<file path="config.mk">
export PLATFORM = sky130hd
export DESIGN_NAME = mul_pipe
export DESIGN_NICKNAME = d
export VERILOG_FILES = /design/src/rtl/mul_pipe_pkg.sv /design/src/rtl/mul_pipe_trees.sv /design/src/rtl/mul_pipe.sv
export SDC_FILE = /design/constraint.sdc
export NUM_CORES = 2
export LEC_CHECK = 0
export CAP_MARGIN = 10
export CORE_MARGIN = 2
export CORE_UTILIZATION = 65
export DETAILED_ROUTE_END_ITERATION = 8
export PLACE_DENSITY = 0.91
export SETUP_SLACK_MARGIN = 0.02
export SYNTH_ARGS = -nofsm -noshare
export SYNTH_HDL_FRONTEND = slang
export SYNTH_HIERARCHICAL = 1
export SYNTH_SLANG_ARGS = --single-unit
</file>
<file path="constraint.sdc">
create_clock -name clock -period 6.45 [get_ports clock]
set_input_delay 1.29 -clock clock [delete_from_list [all_inputs] [get_ports clock]]
set_output_delay 1.29 -clock clock [all_outputs]
set_load 0.01 [all_outputs]
</file>
<file path="src/rtl/mul_pipe_pkg.sv">
// mul_pipe_pkg: op encodings, operand signedness helpers and the
// per-level 3:2 compressor schedules used by the reduction trees.
package mul_pipe_pkg;

  localparam logic [1:0] MUL_OP_MUL    = 2'd0;
  localparam logic [1:0] MUL_OP_MULH   = 2'd1;
  localparam logic [1:0] MUL_OP_MULHSU = 2'd2;
  localparam logic [1:0] MUL_OP_MULHU  = 2'd3;

  function automatic logic op_a_signed(
    input logic [1:0] op
  );
    return (op == MUL_OP_MULH) ||
           (op == MUL_OP_MULHSU);
  endfunction

  function automatic logic op_b_signed(
    input logic [1:0] op
  );
    return op == MUL_OP_MULH;
  endfunction

  function automatic logic op_hi(
    input logic [1:0] op
  );
    return op != MUL_OP_MUL;
  endfunction

  // Largest Dadda height (2,3,4,6,9,13,...) below n.
  function automatic int dadda_target(
    input int n
  );
    int d;
    d = 2;
    while ((d * 3) / 2 < n) d = (d * 3) / 2;
    return d;
  endfunction

  // Compressors per level; each one removes a row.
  function automatic int dadda_cmp(
    input int n
  );
    return (n > 2) ? n - dadda_target(n) : 0;
  endfunction

  function automatic int wallace_cmp(
    input int n
  );
    return (n > 2) ? n / 3 : 0;
  endfunction

endpackage

</file>
<file path="src/rtl/mul_pipe_trees.sv">
// dadda / wallace: partial-product reduction trees, a_i*b_i -> z0_o+z1_o.
// Ports: a_i, b_i (XLEN unsigned); z0_o, z1_o (2*XLEN carry-save pair).
module dadda
  import mul_pipe_pkg::*;
#(
  parameter int XLEN = 32
) (
  input  logic [XLEN-1:0]   a_i,
  input  logic [XLEN-1:0]   b_i,
  output logic [2*XLEN-1:0] z0_o,
  output logic [2*XLEN-1:0] z1_o
);

  localparam int W = 2 * XLEN;

  function automatic int rows_at(
    input int l
  );
    int n;
    n = XLEN;
    for (int i = 0; i < l; i++)
      n = n - dadda_cmp(n);
    return n;
  endfunction

  logic [W-1:0] lvl [XLEN+1][XLEN];

  for (genvar i = 0; i < XLEN; i++) begin : g_pp
    assign lvl[0][i] = b_i[i] ? (W'(a_i) << i) : '0;
  end

  for (genvar l = 0; l < XLEN; l++) begin : g_lvl
    localparam int N = rows_at(l);
    localparam int G = dadda_cmp(N);
    localparam int M = N - G;
    for (genvar j = 0; j < XLEN; j++) begin : g_row
      localparam int K = 3 * (j / 2);
      if (j < 2 * G && j % 2 == 0) begin : g_s
        assign lvl[l+1][j] = lvl[l][K] ^
                             lvl[l][K+1] ^
                             lvl[l][K+2];
      end else if (j < 2 * G) begin : g_c
        assign lvl[l+1][j] =
          ((lvl[l][K] & lvl[l][K+1]) |
           (lvl[l][K] & lvl[l][K+2]) |
           (lvl[l][K+1] & lvl[l][K+2])) << 1;
      end else if (j < M) begin : g_p
        assign lvl[l+1][j] = lvl[l][j+G];
      end else begin : g_z
        assign lvl[l+1][j] = '0;
      end
    end
  end

  assign z0_o = lvl[XLEN][0];
  assign z1_o = lvl[XLEN][1];

endmodule

module wallace
  import mul_pipe_pkg::*;
#(
  parameter int XLEN = 32
) (
  input  logic [XLEN-1:0]   a_i,
  input  logic [XLEN-1:0]   b_i,
  output logic [2*XLEN-1:0] z0_o,
  output logic [2*XLEN-1:0] z1_o
);

  localparam int W = 2 * XLEN;

  function automatic int rows_at(
    input int l
  );
    int n;
    n = XLEN;
    for (int i = 0; i < l; i++)
      n = n - wallace_cmp(n);
    return n;
  endfunction

  logic [W-1:0] lvl [XLEN+1][XLEN];

  for (genvar i = 0; i < XLEN; i++) begin : g_pp
    assign lvl[0][i] = b_i[i] ? (W'(a_i) << i) : '0;
  end

  for (genvar l = 0; l < XLEN; l++) begin : g_lvl
    localparam int N = rows_at(l);
    localparam int G = wallace_cmp(N);
    localparam int M = N - G;
    for (genvar j = 0; j < XLEN; j++) begin : g_row
      localparam int K = 3 * (j / 2);
      if (j < 2 * G && j % 2 == 0) begin : g_s
        assign lvl[l+1][j] = lvl[l][K] ^
                             lvl[l][K+1] ^
                             lvl[l][K+2];
      end else if (j < 2 * G) begin : g_c
        assign lvl[l+1][j] =
          ((lvl[l][K] & lvl[l][K+1]) |
           (lvl[l][K] & lvl[l][K+2]) |
           (lvl[l][K+1] & lvl[l][K+2])) << 1;
      end else if (j < M) begin : g_p
        assign lvl[l+1][j] = lvl[l][j+G];
      end else begin : g_z
        assign lvl[l+1][j] = '0;
      end
    end
  end

  assign z0_o = lvl[XLEN][0];
  assign z1_o = lvl[XLEN][1];

endmodule

</file>
<file path="src/rtl/mul_pipe.sv">
// mul_pipe: 3-stage elastic RISC-V M-extension multiplier.
// Ports: clock/reset/flush; in_* request (valid/ready); out_* result.
module mul_pipe
  import mul_pipe_pkg::*;
#(
  parameter int XLEN = 32,
  parameter int TYP  = 0,
  parameter int TAGW = 5
) (
  input  logic              clock,
  input  logic              reset,
  input  logic              flush,
  input  logic              in_valid,
  output logic              in_ready,
  input  logic [1:0]        in_op,
  input  logic [XLEN-1:0]   in_a,
  input  logic [XLEN-1:0]   in_b,
  input  logic [TAGW-1:0]   in_tag,
  output logic              out_valid,
  input  logic              out_ready,
  output logic [XLEN-1:0]   out_res,
  output logic [2*XLEN-1:0] out_prod,
  output logic [TAGW-1:0]   out_tag
);

  localparam int W = 2 * XLEN;

  typedef struct packed {
    logic [XLEN-1:0] mag_a;
    logic [XLEN-1:0] mag_b;
    logic            neg;
    logic [1:0]      op;
    logic [TAGW-1:0] tag;
  } s1_t;

  typedef struct packed {
    logic [W-1:0]    z0;
    logic [W-1:0]    z1;
    logic            neg;
    logic [1:0]      op;
    logic [TAGW-1:0] tag;
  } s2_t;

  s1_t             s1_q, s1_d;
  s2_t             s2_q, s2_d;
  logic            s1_v_q, s1_v_d;
  logic            s2_v_q, s2_v_d;
  logic            s3_v_q, s3_v_d;
  logic [W-1:0]    prod_q, prod_d;
  logic [XLEN-1:0] res_q, res_d;
  logic [TAGW-1:0] tag_q;
  logic            s1_adv, s2_adv;
  logic            accept;
  logic            sgn_a, sgn_b;
  logic [W-1:0]    z0, z1, sum;

  assign s2_adv   = s2_v_q && (!s3_v_q || out_ready);
  assign s1_adv   = s1_v_q && (!s2_v_q || s2_adv);
  assign in_ready = !s1_v_q || s1_adv;
  assign accept   = in_valid && in_ready && !flush;

  always_comb begin
    sgn_a = op_a_signed(in_op) & in_a[XLEN-1];
    sgn_b = op_b_signed(in_op) & in_b[XLEN-1];
    s1_d.mag_a = sgn_a ? (~in_a + XLEN'(1)) : in_a;
    s1_d.mag_b = sgn_b ? (~in_b + XLEN'(1)) : in_b;
    s1_d.neg   = sgn_a ^ sgn_b;
    s1_d.op    = in_op;
    s1_d.tag   = in_tag;
  end

  if (TYP == 1) begin : g_wallace
    wallace #(.XLEN(XLEN)) u_tree (
      .a_i  (s1_q.mag_a),
      .b_i  (s1_q.mag_b),
      .z0_o (z0),
      .z1_o (z1)
    );
  end else begin : g_dadda
    dadda #(.XLEN(XLEN)) u_tree (
      .a_i  (s1_q.mag_a),
      .b_i  (s1_q.mag_b),
      .z0_o (z0),
      .z1_o (z1)
    );
  end

  always_comb begin
    s2_d.z0  = z0;
    s2_d.z1  = z1;
    s2_d.neg = s1_q.neg;
    s2_d.op  = s1_q.op;
    s2_d.tag = s1_q.tag;
  end

  assign sum    = s2_q.z0 + s2_q.z1;
  assign prod_d = s2_q.neg ? (~sum + W'(1)) : sum;
  assign res_d  = op_hi(s2_q.op) ?
                  prod_d[W-1:XLEN] :
                  prod_d[XLEN-1:0];

  always_comb begin
    s1_v_d = accept | (s1_v_q & ~s1_adv);
    s2_v_d = s1_adv | (s2_v_q & ~s2_adv);
    s3_v_d = s2_adv | (s3_v_q & ~out_ready);
    if (flush) begin
      s1_v_d = 1'b0;
      s2_v_d = 1'b0;
      s3_v_d = 1'b0;
    end
  end

  always_ff @(posedge clock or negedge reset) begin
    if (!reset) begin
      s1_v_q <= 1'b0;
      s2_v_q <= 1'b0;
      s3_v_q <= 1'b0;
      s1_q   <= '0;
      s2_q   <= '0;
      prod_q <= '0;
      res_q  <= '0;
      tag_q  <= '0;
    end else begin
      s1_v_q <= s1_v_d;
      s2_v_q <= s2_v_d;
      s3_v_q <= s3_v_d;
      if (accept) s1_q <= s1_d;
      if (s1_adv) s2_q <= s2_d;
      if (s2_adv) begin
        prod_q <= prod_d;
        res_q  <= res_d;
        tag_q  <= s2_q.tag;
      end
    end
  end

  assign out_valid = s3_v_q;
  assign out_res   = res_q;
  assign out_prod  = prod_q;
  assign out_tag   = tag_q;

endmodule

</file>
Word level (Yosys, flattened, before mapping) --
Index checks and enable logic that the tools add are counted.
Storage, ports and cells: latch bits 0, bits in writable memories 0, ROM bits 0, register bits 311, memories kept 0, logic and storage cells 299
Operators by class: multipliers 0, reduce and logical (&&, ||, !) cells 13, multiplexer cells 39, $add $sub $neg 4, eq/ne operators 2, $lt $le $gt $ge 0, divide/modulo/power cells 0, bitwise gates (word level) 225, shifts and indexed selects 0
Operators with widths (number):
- 63-bit bitwise AND | 90
- 63-bit OR | 60
- 64-bit XOR | 48
- 32-bit 2-to-1 mux | 4
- 32-bit by 1-bit adder with 32-bit output, second input constant | 2
- 64-bit by 1-bit adder with 64-bit output, second input constant | 1
- 64-bit adder | 1
- 64-bit 2-to-1 mux | 1
- 32-bit inverter | 2
- 64-bit inverter | 1
- 64-bit by 34-bit XOR with 64-bit output | 1
- 64-bit by 37-bit XOR with 64-bit output | 1
- 64-bit by 40-bit XOR with 64-bit output | 1
- 64-bit by 43-bit XOR with 64-bit output | 1
- 64-bit by 44-bit XOR with 64-bit output | 1
- 64-bit by 47-bit XOR with 64-bit output | 1
- 64-bit by 50-bit XOR with 64-bit output | 1
- 64-bit by 53-bit XOR with 64-bit output | 1
- 64-bit by 56-bit XOR with 64-bit output | 1
- 64-bit by 59-bit XOR with 64-bit output | 1
- 64-bit by 62-bit XOR with 64-bit output | 1
- 64-bit by 63-bit XOR with 64-bit output | 1
- 63-bit 2-to-1 mux | 1
- 62-bit 2-to-1 mux | 1
- other kinds (40) | 59

Longest topological paths before layout --
depth in word-level cells 25, depth in mapped cells 17

By module --
The synthesis kept the hierarchy.
Modules (own cells, without submodules):
- dadda | area each 29248.1 sq um, sequential area each 0.0 sq um, cells each 3058, instances 1
- mul_pipe | area each 19810.2 sq um, sequential area each 7807.5 sq um, cells each 2187, instances 1

Least setup slack after synthesis --
No wires, ideal clock.
path kind reg-to-reg, start reg s1_q[16] in the netlist's numbering, end reg s2_q[106] in the netlist's numbering, cell stages (with the launch flop) 14, arrival time 4849 ps, buffers on the path 1, slack 1476 ps, required time 6325 ps, clock period less this slack 4974 ps, cell sequence dfrtp_1 > buf_2 > and2_1 > fa_1 > inv_1 > fa_1 > fa_1 > fa_1 > fa_1 > fa_1 > fa_1 > inv_1 > fa_1 > mux2_2
Between the ends: cells in the longest elaborated chain, start to end 23, elaborated cells on any way between the ends 72
Ends and longest elaborated chain:
- start: declaration | RTL line mul_pipe.sv:44 | s1_t s1_q, s1_d;
- start signal: assignment | RTL line mul_pipe.sv:118 | s1_q <= '0;
- start signal: assignment | RTL line mul_pipe.sv:127 | if (accept) s1_q <= s1_d;
- 40-bit 2-to-1 mux * | RTL line mul_pipe_trees.sv:29 | assign lvl[0][i] = b_i[i] ? (W'(a_i) << i) : '0;
- 63-bit bitwise AND | RTL line mul_pipe_trees.sv:45 | (lvl[l][K] & lvl[l][K+2]) |
- 63-bit OR | RTL line mul_pipe_trees.sv:44 | ((lvl[l][K] & lvl[l][K+1]) |
- 63-bit OR | RTL line mul_pipe_trees.sv:45
- 63-bit bitwise AND | RTL line mul_pipe_trees.sv:45
- 63-bit OR | RTL line mul_pipe_trees.sv:44
- 63-bit OR | RTL line mul_pipe_trees.sv:45
- 64-bit XOR (tied with other cells) | RTL line mul_pipe_trees.sv:39 | assign lvl[l+1][j] = lvl[l][K] ^
- [... 8 more ...]
- 63-bit OR / 64-bit XOR (equally long branches) | RTL line mul_pipe_trees.sv:44, mul_pipe_trees.sv:39
- 63-bit OR / 64-bit XOR (equally long branches) | RTL line mul_pipe_trees.sv:45, mul_pipe_trees.sv:40
- 63-bit bitwise AND (on tied branches) | RTL line mul_pipe_trees.sv:44, mul_pipe_trees.sv:45
- 63-bit OR | RTL line mul_pipe_trees.sv:44
- 63-bit OR | RTL line mul_pipe_trees.sv:45
- 64-bit XOR | RTL line mul_pipe_trees.sv:39
- 64-bit XOR * | RTL line mul_pipe_trees.sv:40 | lvl[l][K+1] ^
- net z0[34] | RTL line mul_pipe.sv:55 | logic [W-1:0] z0, z1, sum;
- end signal: assignment | RTL line mul_pipe.sv:119 | s2_q <= '0;
- end signal: assignment | RTL line mul_pipe.sv:128 | if (s1_adv) s2_q <= s2_d;
- end: declaration | RTL line mul_pipe.sv:45 | s2_t s2_q, s2_d;
The timed path passes the listed nets; every way through them passes the cells marked *. A chain may end at the register's enable or synchronous reset.

Final worst setup path --
start reg s1_q[53] in the netlist's numbering, end reg s2_q[98] in the netlist's numbering
Between the ends: cells in the longest elaborated chain, start to end 23, elaborated cells on any way between the ends 98
Ends and longest elaborated chain (RTL line):
- 39-bit 2-to-1 mux | mul_pipe_trees.sv:29
- 63-bit bitwise AND | mul_pipe_trees.sv:44
- 63-bit OR | mul_pipe_trees.sv:44
- 63-bit OR | mul_pipe_trees.sv:45
- 63-bit bitwise AND | mul_pipe_trees.sv:45
- 63-bit OR | mul_pipe_trees.sv:44
- 63-bit OR | mul_pipe_trees.sv:45
- 64-bit XOR (tied with other cells) | mul_pipe_trees.sv:39
- [... 8 more ...]
- 63-bit OR / 64-bit XOR (equally long branches) | mul_pipe_trees.sv:44, mul_pipe_trees.sv:39
- 63-bit OR / 64-bit XOR (equally long branches) | mul_pipe_trees.sv:45, mul_pipe_trees.sv:40
- 63-bit bitwise AND (on tied branches) | mul_pipe_trees.sv:44, mul_pipe_trees.sv:45
- 63-bit OR | mul_pipe_trees.sv:44
- 63-bit OR | mul_pipe_trees.sv:45
- 64-bit XOR | mul_pipe_trees.sv:39
- 64-bit XOR * | mul_pipe_trees.sv:40
- net z0[26] | mul_pipe.sv:55
Marked as above.

==> results by group <==
Clock tree
  – Post-CTS sizing: 0
  – Skew-Pair Late Insertion Delay: 580 ps
  – CTS Hold Bufs: 0
  – Deepest clock path buffer count: 3
  – # H-tree levels: 2
  – CTS Sinks: 312
  – Setup repair bufs after CTS: 0
  – Worst-path clk slew: 70 ps
  – Clock root buffer: clkbuf_16
  – TritonCTS buffer count: 34
  – CTS tree: yes

Worst setup path
  – Crit path top cell by count: fa_1
  – Crit path launch type: register
  – Critical Path RT: about 7000 ps
  – Worst-path cell chain: nand2_1 -> fa_1 -> fa_1 -> fa_1 -> fa_1 -> fa_1 -> fa_1 -> inv_1 -> fa_1 -> fa_1 -> mux2_2
  – Slowest cell delay on critical path: roughly 1200 ps
  – Cell family with most CP delay: adder cells
  – Flop2flop setup slack: a little over 600 ps
  – CP Max Fanout: 27
  – Worst path slowest cell: dfrtp_1
  – CP bufs+invs: 1
  – Worst Setup Path Type: register to register
  – Worst Path Arrival: between 6000 and 7000 ps
  – Crit end category: register

Global routing
  – First-pass GRT wire length: roughly 230 mm
  – Largest net degree at the start of global routing: between 100 and 150
  – Initial antenna violation count: 4
  – Total grt overflow: 0
  – Overall Global Routing Usage: between 30% and 40%
  – Vias in the first global route: around 42000

Run status
  – Status: completed

Finish
  – Share of cells above drive strength 1: slightly below 7%
  – Layout area overhead: 7.27%
  – Nets: between 6000 and 7000

Timing
  – RSZ-0062 raised after global routing: no
  – Slew HR: between 10% and 20%
  – Worst Tran Pin Value: approximately 1300 ps
  – Period utilisation layout: 90.5%
  – Final setup violating endpoints: 0
  – Fmax: 0.171 GHz
  – Setup Skew: between 10 and 15 ps
  – Final worst path period need: 5830 ps
  – Fin. Hold Viols: 0
  – Setup WS post-layout: around 620 ps
  – Final Max Tran Viols: 0
  – Setup TNS Final: 0 ps

Floorplanning
  – Die W: 279 um
  – DIE AREA: a little under 80000 um2
  – Die height: approximately 280 um
  – Initial core utilization: roughly 66%
  – Row count: 100
  – Top Ports: around 180
  – Core ar.: around 75000 um2

Place
  – Placer Congestion: ~1
  – Worst slack at placement: 733 ps
  – # port buffers: between 150 and 200
  – DP HPWL: ~110 mm

Logic synthesis
  – Post-synth EDFFs: 0
  – Top post-synthesis cells by count: 906 x fa_1, 804 x nand2_1, 798 x inv_1
  – Top_reg_cell synth: dfrtp_1
  – Post-synth top area share: a little under two fifths
  – Mean post-synth cell area: around 9.4 um2
  – YS warnings: 6
  – Synth cell types: 96
  – Top-count cell post-synth: fa_1
  – Flops & latches, synth: around 310
  – Top area cells in the synthesized netlist: fa_1 37%, dfrtp_1 16%, and2_1 7.0%
  – Syn Inst Count: around 5200
  – Synthesized area: 49100 um2
  – Async S/R FF share, synth: 100%
  – Cell taking the most area after synthesis: fa_1
  – Sequential fraction of the synthesis area: 15.9%

Route
  – Post-detailed-route via-to-cell ratio: between 6 and 7
  – DRT Pass-1 Iters: 6
  – Vias: 39000
  – 1st-iter DRT viols: 3999
  – ANT nets after route: 0
  – Final routed DRC violation total: 0
  – WL final: 143 mm
  – Avg WL per Cell: roughly 23 um

Hold path
  – Hold crit path type: register to register

Flow run
  – MaxCap Viol Count: 0
## metal layers
layer | up-vias | GRT usage [%] | part of all wire [%]
li1 | 16300 | - | -
met1 | 19500 | 46.2 | 35
met2 | 2470 | 61.1 | 47
met3 | 675 | 10.3 | 12
met4 | 2 | 20.0 | 6.1
met5 | - | 0 | 0.0084
## stage by stage
stage / hold slack, ps / util (%) / area [um2] / cells
after floorplan: 433 / - / 49100 / 5253
after global placement: 444 / 68.8 / 51300 / 6176
after detailed placement: 466 / 68.8 / 51300 / 6176
after CTS: 480 / 70.4 / 52500 / 6236
after global routing: 500 / 70.6 / 52600 / 6240
final: 478 / 70.6 / 52600 / 6244
## registers in the layout (all words and copies together) (netlist names)
name / cells
s1_v_q: 1
out_prod: 64
s2_v_q: 1
s2_q: 136
s1_q: 72
out_valid: 1
out_tag: 5
out_res: 32
## path summary, 6_finish.rpt
check	end	start	cells past startpoint
max	s2_q[98]	s1_q[53]	11
min	out_tag[0]	s2_q[0]	2
max reg2reg	s2_q[98]	s1_q[53]	11
min reg2reg	out_tag[0]	s2_q[0]	2
max in group asynchronous	s2_q[7]	reset	2
min in group asynchronous	out_prod[13]	reset	1
## tightest hold or removal path, delay by kind of cell, from the launching register on
family	cells	cell delay [ps]
and+or+nand+nor	2	110
DFF	1	350
## cell type report
cell class / count / area [um2]
antenna: 4 / 10.0
fill: 5085 / 21900
sequential: 312 / 7810
clock inverter: 13 / 225
clock buffer: 47 / 980
tap: 969 / 1210
multi-input combinational: 3817 / 36700
inverter: 799 / 3000
timing repair buffer: 283 / 2680
## logic make-up (layout without fill, tap and decap cells)
logic type,count (synthesis),after routing,synth area share [%]
AND/OR/NAND/NOR,1768,1768,17.8
adder cells (fa/ha/maj),1128,1128,42.6
buffers and inverters,1124,1142,9.34
AO/OA/AOI/OAI,594,594,7.83
flip-flops,312,312,15.9
multiplexers,166,166,3.77
XOR/XNOR,152,152,2.71
other,1,13,0.00764
## layout by cell type, fill, tap and decap left out, drive strengths merged, types with 80 or more instances in the layout
cell and n:
a21oi 122, and2 554, buf 106, clkdlybuf4s50 177, dfrtp 312, fa 906, ha 222, inv 803
mux2 152, nand2 804, nor2 131, o21ai 232, xnor2 80
Power is not shown: default switching activity piles up to over one toggle a cycle in this logic, so the estimate is an artifact.
